--- src/rtl/mc_dp_pkg.sv ---
// mc_dp_pkg: shared definitions for the multi-cycle datapath.
//   - op codes and R-type funct codes
//   - instruction field bit positions
//   - FSM state enumeration
package mc_dp_pkg;

    // Major op codes, instr[15:14]
    localparam logic [1:0] OP_R    = 2'b00;
    localparam logic [1:0] OP_ADDI = 2'b01;
    localparam logic [1:0] OP_LW   = 2'b10;
    localparam logic [1:0] OP_SW   = 2'b11;

    // R-type funct codes, instr[1:0]
    localparam logic [1:0] FN_ADD = 2'b00;
    localparam logic [1:0] FN_SUB = 2'b01;
    localparam logic [1:0] FN_SLL = 2'b10;
    localparam logic [1:0] FN_AND = 2'b11;

    // Instruction field positions (rd and imm8 overlap by design)
    localparam int unsigned OP_HI  = 15;
    localparam int unsigned OP_LO  = 14;
    localparam int unsigned RS_HI  = 13;
    localparam int unsigned RS_LO  = 11;
    localparam int unsigned RT_HI  = 10;
    localparam int unsigned RT_LO  = 8;
    localparam int unsigned RD_HI  = 7;
    localparam int unsigned RD_LO  = 5;
    localparam int unsigned IMM_HI = 7;
    localparam int unsigned IMM_LO = 0;
    localparam int unsigned SH_HI  = 4;
    localparam int unsigned SH_LO  = 2;
    localparam int unsigned FN_HI  = 1;
    localparam int unsigned FN_LO  = 0;

    typedef enum logic [2:0] {
        ST_IDLE,
        ST_DECODE,
        ST_EXEC,
        ST_MEM,
        ST_WB
    } state_t;

endpackage

--- src/rtl/mc_regfile.sv ---
// mc_regfile: NREGS x DATA_W register file.
//   clk, rst_n           clock / async active-low reset (clears every register)
//   we, waddr, wdata     synchronous write port; writes to r0 are dropped
//   raddr_a / rdata_a    combinational read port A
//   raddr_b / rdata_b    combinational read port B
//   dbg_raddr/dbg_rdata  combinational debug read port
// All read ports return 0 for r0.
module mc_regfile
    import mc_dp_pkg::*;
#(
    parameter int DATA_W = 16,
    parameter int NREGS  = 8
) (
    input  logic              clk,
    input  logic              rst_n,
    input  logic              we,
    input  logic [2:0]        waddr,
    input  logic [DATA_W-1:0] wdata,
    input  logic [2:0]        raddr_a,
    output logic [DATA_W-1:0] rdata_a,
    input  logic [2:0]        raddr_b,
    output logic [DATA_W-1:0] rdata_b,
    input  logic [2:0]        dbg_raddr,
    output logic [DATA_W-1:0] dbg_rdata
);

    logic [DATA_W-1:0] regs [NREGS];

    always_ff @(posedge clk or negedge rst_n) begin
        if (!rst_n) begin
            for (int unsigned i = 0; i < NREGS; i++) begin
                regs[i] <= '0;
            end
        end else if (we && (waddr != 3'd0)) begin
            regs[waddr] <= wdata;
        end
    end

    assign rdata_a   = (raddr_a   == 3'd0) ? '0 : regs[raddr_a];
    assign rdata_b   = (raddr_b   == 3'd0) ? '0 : regs[raddr_b];
    assign dbg_rdata = (dbg_raddr == 3'd0) ? '0 : regs[dbg_raddr];

endmodule

--- src/rtl/mc_datapath.sv ---
// mc_datapath: multi-cycle datapath (register file, ALU, load/store unit).
//   clk, rst_n             clock / async active-low reset
//   instr_valid/instr      instruction handshake input (16-bit encoding)
//   instr_ready            high only while IDLE
//   dmem_req/we/addr/wdata data-memory request, held stable until ack/timeout
//   dmem_rdata, dmem_ack   load data and one-cycle completion strobe
//   done                   one-cycle retire pulse (asserted in the IDLE cycle that follows)
//   err                    sticky memory-timeout flag
//   dbg_raddr/dbg_rdata    combinational register debug read
// Sequence: IDLE -> DECODE -> EXEC -> WB, or EXEC -> MEM -> {WB | IDLE}.
module mc_datapath
    import mc_dp_pkg::*;
#(
    parameter int DATA_W      = 16,
    parameter int NREGS       = 8,
    parameter int MEM_TIMEOUT = 15
) (
    input  logic              clk,
    input  logic              rst_n,
    input  logic              instr_valid,
    input  logic [15:0]       instr,
    output logic              instr_ready,
    output logic              dmem_req,
    output logic              dmem_we,
    output logic [DATA_W-1:0] dmem_addr,
    output logic [DATA_W-1:0] dmem_wdata,
    input  logic [DATA_W-1:0] dmem_rdata,
    input  logic              dmem_ack,
    output logic              done,
    output logic              err,
    input  logic [2:0]        dbg_raddr,
    output logic [DATA_W-1:0] dbg_rdata
);

    localparam int CNT_W = $clog2(MEM_TIMEOUT + 1);

    state_t            state_q, state_d;
    logic [15:0]       instr_q;
    logic [DATA_W-1:0] op_a_q, op_b_q, imm_q, result_q;
    logic [DATA_W-1:0] rf_a, rf_b, alu_y;
    logic [CNT_W-1:0]  cnt_q;
    logic              done_d, err_set, mem_expired;

    logic [1:0] op, funct;
    logic [2:0] rs, rt, rd, shamt;
    logic [7:0] imm8;

    assign op    = instr_q[OP_HI:OP_LO];
    assign rs    = instr_q[RS_HI:RS_LO];
    assign rt    = instr_q[RT_HI:RT_LO];
    assign rd    = instr_q[RD_HI:RD_LO];
    assign imm8  = instr_q[IMM_HI:IMM_LO];
    assign shamt = instr_q[SH_HI:SH_LO];
    assign funct = instr_q[FN_HI:FN_LO];

    assign instr_ready = (state_q == ST_IDLE);
    assign mem_expired = (cnt_q == CNT_W'(MEM_TIMEOUT - 1));

    mc_regfile #(
        .DATA_W (DATA_W),
        .NREGS  (NREGS)
    ) u_regfile (
        .clk       (clk),
        .rst_n     (rst_n),
        .we        (state_q == ST_WB),
        .waddr     ((op == OP_R) ? rd : rt),
        .wdata     (result_q),
        .raddr_a   (rs),
        .rdata_a   (rf_a),
        .raddr_b   (rt),
        .rdata_b   (rf_b),
        .dbg_raddr (dbg_raddr),
        .dbg_rdata (dbg_rdata)
    );

    // addi, lw and sw all use the rs + sext(imm8) sum; that sum is also the memory address.
    always_comb begin
        alu_y = op_a_q + imm_q;
        if (op == OP_R) begin
            case (funct)
                FN_ADD:  alu_y = op_a_q + op_b_q;
                FN_SUB:  alu_y = op_a_q - op_b_q;
                FN_SLL:  alu_y = op_b_q << shamt;
                FN_AND:  alu_y = op_a_q & op_b_q;
                default: alu_y = op_a_q + op_b_q;
            endcase
        end
    end

    always_ff @(posedge clk or negedge rst_n) begin
        if (!rst_n) begin
            state_q <= ST_IDLE;
        end else begin
            state_q <= state_d;
        end
    end

    always_comb begin
        state_d = state_q;
        done_d  = 1'b0;
        err_set = 1'b0;
        case (state_q)
            ST_IDLE:   if (instr_valid) state_d = ST_DECODE;
            ST_DECODE: state_d = ST_EXEC;
            ST_EXEC:   state_d = ((op == OP_LW) || (op == OP_SW)) ? ST_MEM : ST_WB;
            ST_MEM: begin
                // An ack arriving in the final allowed cycle wins over the timeout.
                if (dmem_ack) begin
                    if (dmem_we) begin
                        state_d = ST_IDLE;
                        done_d  = 1'b1;
                    end else begin
                        state_d = ST_WB;
                    end
                end else if (mem_expired) begin
                    state_d = ST_IDLE;
                    err_set = 1'b1;
                end
            end
            ST_WB: begin
                state_d = ST_IDLE;
                done_d  = 1'b1;
            end
            default:   state_d = ST_IDLE;
        endcase
    end

    always_ff @(posedge clk or negedge rst_n) begin
        if (!rst_n) begin
            instr_q    <= '0;
            op_a_q     <= '0;
            op_b_q     <= '0;
            imm_q      <= '0;
            result_q   <= '0;
            cnt_q      <= '0;
            dmem_req   <= 1'b0;
            dmem_we    <= 1'b0;
            dmem_addr  <= '0;
            dmem_wdata <= '0;
            done       <= 1'b0;
            err        <= 1'b0;
        end else begin
            done <= done_d;
            if (err_set) begin
                err <= 1'b1;
            end
            case (state_q)
                ST_IDLE: begin
                    if (instr_valid) begin
                        instr_q <= instr;
                    end
                end
                ST_DECODE: begin
                    op_a_q <= rf_a;
                    op_b_q <= rf_b;
                    imm_q  <= {{(DATA_W - 8){imm8[7]}}, imm8};
                end
                ST_EXEC: begin
                    result_q <= alu_y;
                    if ((op == OP_LW) || (op == OP_SW)) begin
                        dmem_req   <= 1'b1;
                        dmem_we    <= (op == OP_SW);
                        dmem_addr  <= alu_y;
                        dmem_wdata <= op_b_q;
                        cnt_q      <= '0;
                    end
                end
                ST_MEM: begin
                    if (dmem_ack || mem_expired) begin
                        dmem_req <= 1'b0;
                    end else begin
                        cnt_q <= cnt_q + 1'b1;
                    end
                    if (dmem_ack && !dmem_we) begin
                        result_q <= dmem_rdata;
                    end
                end
                default: ;
            endcase
        end
    end

endmodule

--- config.mk ---
export PLATFORM = sky130hd
export DESIGN_NAME = mc_datapath
export DESIGN_NICKNAME = d
export VERILOG_FILES = /design/src/rtl/mc_dp_pkg.sv /design/src/rtl/mc_regfile.sv /design/src/rtl/mc_datapath.sv
export SDC_FILE = /design/constraint.sdc
export NUM_CORES = 1
export LEC_CHECK = 0
export CAP_MARGIN = 30
export CORE_UTILIZATION = 50
export DETAILED_ROUTE_END_ITERATION = 10
export PLACE_DENSITY = 0.66
export SLEW_MARGIN = 20
export SYNTH_ARGS = -nofsm -noshare
export SYNTH_HDL_FRONTEND = slang
export SYNTH_SLANG_ARGS = --single-unit
export TNS_END_PERCENT = 30
--- constraint.sdc ---
create_clock -name clk -period 9.75 [get_ports clk]
set_clock_uncertainty 0.1 [all_clocks]
set_input_delay 1.4625 -clock clk [delete_from_list [all_inputs] [get_ports clk]]
set_output_delay 1.4625 -clock clk [all_outputs]
set_load 0.03 [all_outputs]
After elaboration in Yosys (flattened, before gate mapping)
Index checks and enable logic that the tools add are counted.
- logic and storage cells: 110
- output and inout bits: 53
- bits in registers: 243
- bits of input ports: 39
- shift-type cells: 1
- bitwise logic cells: 5
- $lt $le $gt $ge: 5
- $add $sub $neg: 4
- reductions and logical operators: 20
- muxes and demuxes: 38
- eq/ne operators: 16
- operators with widths (cell ; count):
    two-way mux 16 bit ; 12
    binary-select mux 16 bit (select 3 bit) ; 3
    bitwise mux 128 bit ; 1
    one-hot mux 16 bit (4 select lines) ; 1
    demux 16 bit (select 3 bit) ; 1
    adder 16 bit ; 2
    one-hot mux 16 bit (2 select lines) ; 1
    two-way mux 3 bit ; 6
    AND 16 bit ; 1
    greater-or-equal comparator 4 bit (second input constant) ; 4
    inverter 3 -> 4 bit ; 4
    << shifter 16 x 3 -> 16 bit ; 1
    subtractor 16 bit ; 1
    logical NOT 3 bit ; 4
    one-hot mux 3 bit (4 select lines) ; 1
    inequality test 2 bit (second input constant) ; 5
    equality test 2 bit (second input constant) ; 4
    two-way mux 4 bit ; 2
    one-hot mux 4 bit (2 select lines) ; 1
    AND reduction 2 bit ; 4
    two-way mux 1 bit ; 7
    equality test 3 x 2 -> 1 bit (second input constant) ; 2
    AND reduction 3 bit ; 2
    adder 4 x 1 -> 4 bit (second input constant) ; 1
    other kinds (13) ; 18

Longest topological paths before layout
- depth after elaboration: 8
- depth in mapped cells: 15
- depth with buffers taken out: 14

By module
Synthesis repeated with hierarchy kept, for this count alone.
- cells, all modules: 1342
- area, all modules: 14541.4 sq um
- by module, submodules not included (module ; instances ; seq. area each (sq um) ; cells an instance ; area an instance (sq um)):
    mc_datapath ; 1 ; 2877.8 ; 778 ; 7337.0
    mc_regfile ; 1 ; 2802.7 ; 564 ; 7204.4

Worst setup path before layout
OpenSTA, ideal clock, no wires.
- path kind: input -> output
- from: in dbg_raddr[0]
- to: out dbg_rdata[10]
- required time: 8.188 ns
- stages: 5
- buffers on the path: 3
- slack: 4.982 ns
- arrival: 3.205 ns
- cell sequence: clkbuf_1 buf_1 clkbuf_1 a22oi_1 o21ai_0
- longest elaborated chain between the ends: 5
- elaborated cells between the ends (all ways): 6
- those cells by class: mux: 4; bitwise: 1; reduce/logical: 1
- RTL lines (what ; line ; text):
    start, declared ; mc_datapath.sv:31 ; input logic [2:0] dbg_raddr,
    inverter 3 -> 4 bit (not written as such) ; mc_regfile.sv:41 ; assign dbg_rdata = (dbg_raddr == 3'd0) ? '0 : regs[dbg_raddr];
    binary-select mux 16 bit (select 3 bit) ; mc_regfile.sv:41 ;
    two-way mux 16 bit (not written as such) (2 in a row) ; mc_regfile.sv:41 ;
    two-way mux 16 bit (*) ; mc_regfile.sv:41 ;
    end, declared ; mc_datapath.sv:32 ; output logic [DATA_W-1:0] dbg_rdata
Mark *: on every way between the ends. The rest lies on a longest branch, timed or not. The select of a mux whose other input is x is not followed.

Final worst setup path
- from: in dbg_raddr[1]
- to: out dbg_rdata[15]
The elaborated chain is that of the path after synthesis.

==> impl_metrics.py <==
metrics = {
    "synthesis": {
        "synth_area_per_cell_um2": 10.3,
        "synth_area_um2": 14200,
        "synth_cell_types": 65,
        "ys_warn_count": 0,
        "synth-edff-count": 0,
        "netlist.area_leader.share_pct": 40.1,
        "synthTopCellsByArea": "dfrtp_1, mux2_2, mux4_2",
        "ys.flop_type": "dfrtp_1",
        "async_flop_share_pct": 100,
        "synth-seq-cells": 227,
        "synth_area_leader_cell": "dfrtp_1",
        "synthTopCellsByCount": "dfrtp_1, mux2_2, nand2_1",
        "ys_seq_area_share_pct": 40.1,
        "synth_nets": 1456,
        "synthCells": 1381,
        "yosys.cell_count.top_type": "dfrtp_1",
    },
    "global_routing": {
        "grt_use_total_pct": 28.8,
        "grt_first_pass_wirelength_mm": 63.7,
        "grt_max_degree": 91,
        "antenna_found_initial": 0,
        "grt_overflow": 0,
        "first_global_vias": 10800,
    },
    "final_layout": {
        "multiInputGateArea_um2": 7910,
        "layout.nets": 1492,
        "regArea_um2": 5680,
        "area_growth_syn_to_layout_pct": 14.6,
        "drive_gt1_share_pct": 22.6,
        "fin_cells": 1815,
        "final_util_pct": 58.3,
        "final_area_um2": 16200,
        "fill_cells": 2384,
        "num_antenna_cells": 0,
    },
    "power": {
        "p_leak_nw": 7.08,
        "p_comb_share_pct": 53.5,
        "power.total_mw": 6.04,
        "p_sw_share_pct": 45.0,
        "pwr-share-clk_pct": 16.3,
        "p_sw_mw": 2.72,
        "pwr-share-seq_pct": 30.2,
        "p_int_mw": 3.32,
        "peakVddDrop_mv": 0.205,
        "power_density_nw_per_um2": 372,
    },
    "sta": {
        "final.period_utilization_pct": 63.2,
        "hold_viol": 0,
        "fmax_mhz": 162,
        "fin_crit_ps": 6160,
        "rsz0062_at_grt": "no",
        "maxSlewViolCount": 0,
        "tns_ps": 0,
        "slew_headroom_pct": 33.0,
        "hold_ws_ps": 354,
        "final.setup.worst_slack_ps": 3590,
        "setup_violations": 0,
        "tightest_slew_ps": 1000,
    },
    "critical_path": {
        "critPathLaunchType": "input port",
        "arrival_ps": 4600,
        "crit_fanout": 34,
        "required_ps": 8190,
        "worstSetupPathType": "input port to output port",
        "end_kind": "output port",
    },
    "drt": {
        "viasPerCell": 6.20,
        "wl_met1_mm": 17.8,
        "wire_per_inst_um": 22.5,
        "dr.pass1.iters": 6,
        "drc": 0,
        "postRouteAntennaNets": 0,
        "drt_iter0_drc": 960,
        "wl_met2_mm": 19.0,
        "met3_length_mm": 2.66,
        "drt-total-wl_mm": 40.8,
        "routed.top_layer": "met4",
        "vias": 11300,
    },
    "place": {
        "dp_hpwl_mm": 27.4,
        "numPortBuffers": 91,
        "placed_area_um2": 15300,
        "routabilityCongestion": 0.919,
        "post-place-cells": 1763,
        "pre_cts_ws_ps": 3610,
    },
    "floorplanning": {
        "initial_utilization_pct": 50.8,
        "pin_count": 92,
        "die-area_um2": 29000,
        "die_h_um": 170,
        "core_area_um2": 27900,
        "row_count": 61,
        "die_width_um": 170,
    },
    "cts": {
        "cts.sinks": 227,
        "path_clk_slew_ps": 60,
        "cts_setup_buffers": 0,
        "ctsHoldBuffers": 0,
        "clk_latency_ps": 550,
        "cts_tree": "done",
        "cts_max_level": 1,
        "cts_root_buf": "clkbuf_16",
        "cts_resized": 0,
        "cts_buffers": 26,
        "clk_path_buf_depth": 3,
    },
    "run": {
        "cap_violations": 0,
    },
    "min_path": {
        "hp-class": "register to register",
    },
    "outcome": {
        "run_status": "finished, final reports clean",
    },
}
[area by class of cell]
| type | instances | area share, % |
|---|---|---|
| multi-input combinational | 1022 | 48.7 |
| sequential | 227 | 35.0 |
| timing repair buffer | 119 | 7.42 |
| clock buffer | 42 | 4.87 |
| tap | 378 | 2.91 |
| clock inverter | 6 | 0.547 |
| inverter | 21 | 0.486 |
[critical path, stage by stage]
cell,delay (ps)
clkdlybuf4s50_1,470
buf_4,440
nor2b_2,910
a22oi_1,200
o21ai_0,350
clkdlybuf4s50_1,740
[registers in the layout, summed over array words and instances (netlist names), 3 cells and up]
signal / cells
op_b_q: 16
instr_q: 16
u_regfile.regs: 112
state_q: 3
dmem_wdata: 16
dmem_addr: 16
imm_q: 8
result_q: 16
op_a_q: 16
cnt_q: 4
[cells by family (layout without fill, tap and decap cells)]
logic type | Yosys count | after routing | synth area share [%]
and+or+nand+nor | 353 | 353 | 10.8
AOI/OAI and AO/OA | 338 | 338 | 14.5
muxes | 258 | 258 | 24.9
DFF | 227 | 227 | 40.1
buffers and inverters | 132 | 188 | 4.05
xor gates and xnor gates | 37 | 37 | 2.29
adders and majority gates | 36 | 36 | 3.29
[layout by cell type (no fill, tap or decap), drive strengths merged, types with 4 or more instances in the layout]
cell type / instances
dfrtp: 227
mux2: 179
nand2: 173
o21ai: 116
nor2: 100
a21oi: 91
clkdlybuf4s50: 89
mux4: 58
clkbuf: 42
ha: 34
a22oi: 32
buf: 30
inv: 22
mux2i: 21
xor2: 20
a211oi: 17
xnor2: 17
nor3: 14
nand3: 14
a31oi: 14
nor2b: 11
o31ai: 10
a21o: 9
nand2b: 9
and3: 9
o211ai: 8
o21a: 6
or3: 6
a311oi: 4
[final timing paths]
path / depth (start not counted) / slack, ps / start / to
min in group asynchronous: 1 / 800 / rst_n / u_regfile.regs[83]$_DFFE_PN0P_
worst min-delay path: 1 / 350 / err$_DFFE_PN0P_ / err$_DFFE_PN0P_
max in group asynchronous: 2 / 7330 / rst_n / instr_q[8]$_DFFE_PN0P_
worst max-delay path: 6 / 3590 / dbg_raddr[1] / dbg_rdata[15]
worst min register to register: 1 / 350 / err$_DFFE_PN0P_ / err$_DFFE_PN0P_
worst max register to register: 13 / 5680 / op_b_q[5]$_DFFE_PN0P_ / result_q[13]$_DFFE_PN0P_
[power by group through the flow]
stage | clock network, mW | logic [mW] | registers (mW)
6_report | 0.987 | 3.23 | 1.83
3_3_place_gp | 0 | 3.08 | 1.84
5_1_grt | 1.04 | 3.50 | 1.88
3_5_place_dp | 0 | 3.16 | 1.83
4_1_cts | 1.01 | 3.18 | 1.82
2_1_floorplan | 0 | 2.39 | 1.65
[metal layers]
| layer | GRT usage, % | vias to the layer above |
|---|---|---|
| li1 | - | 5114 |
| met5 | 0 | - |
| met4 | 10.1 | 0 |
| met2 | 45.7 | 458 |
| met1 | 40.8 | 5598 |
| met3 | 3.53 | 86 |
(Power assumes the default switching activity.)
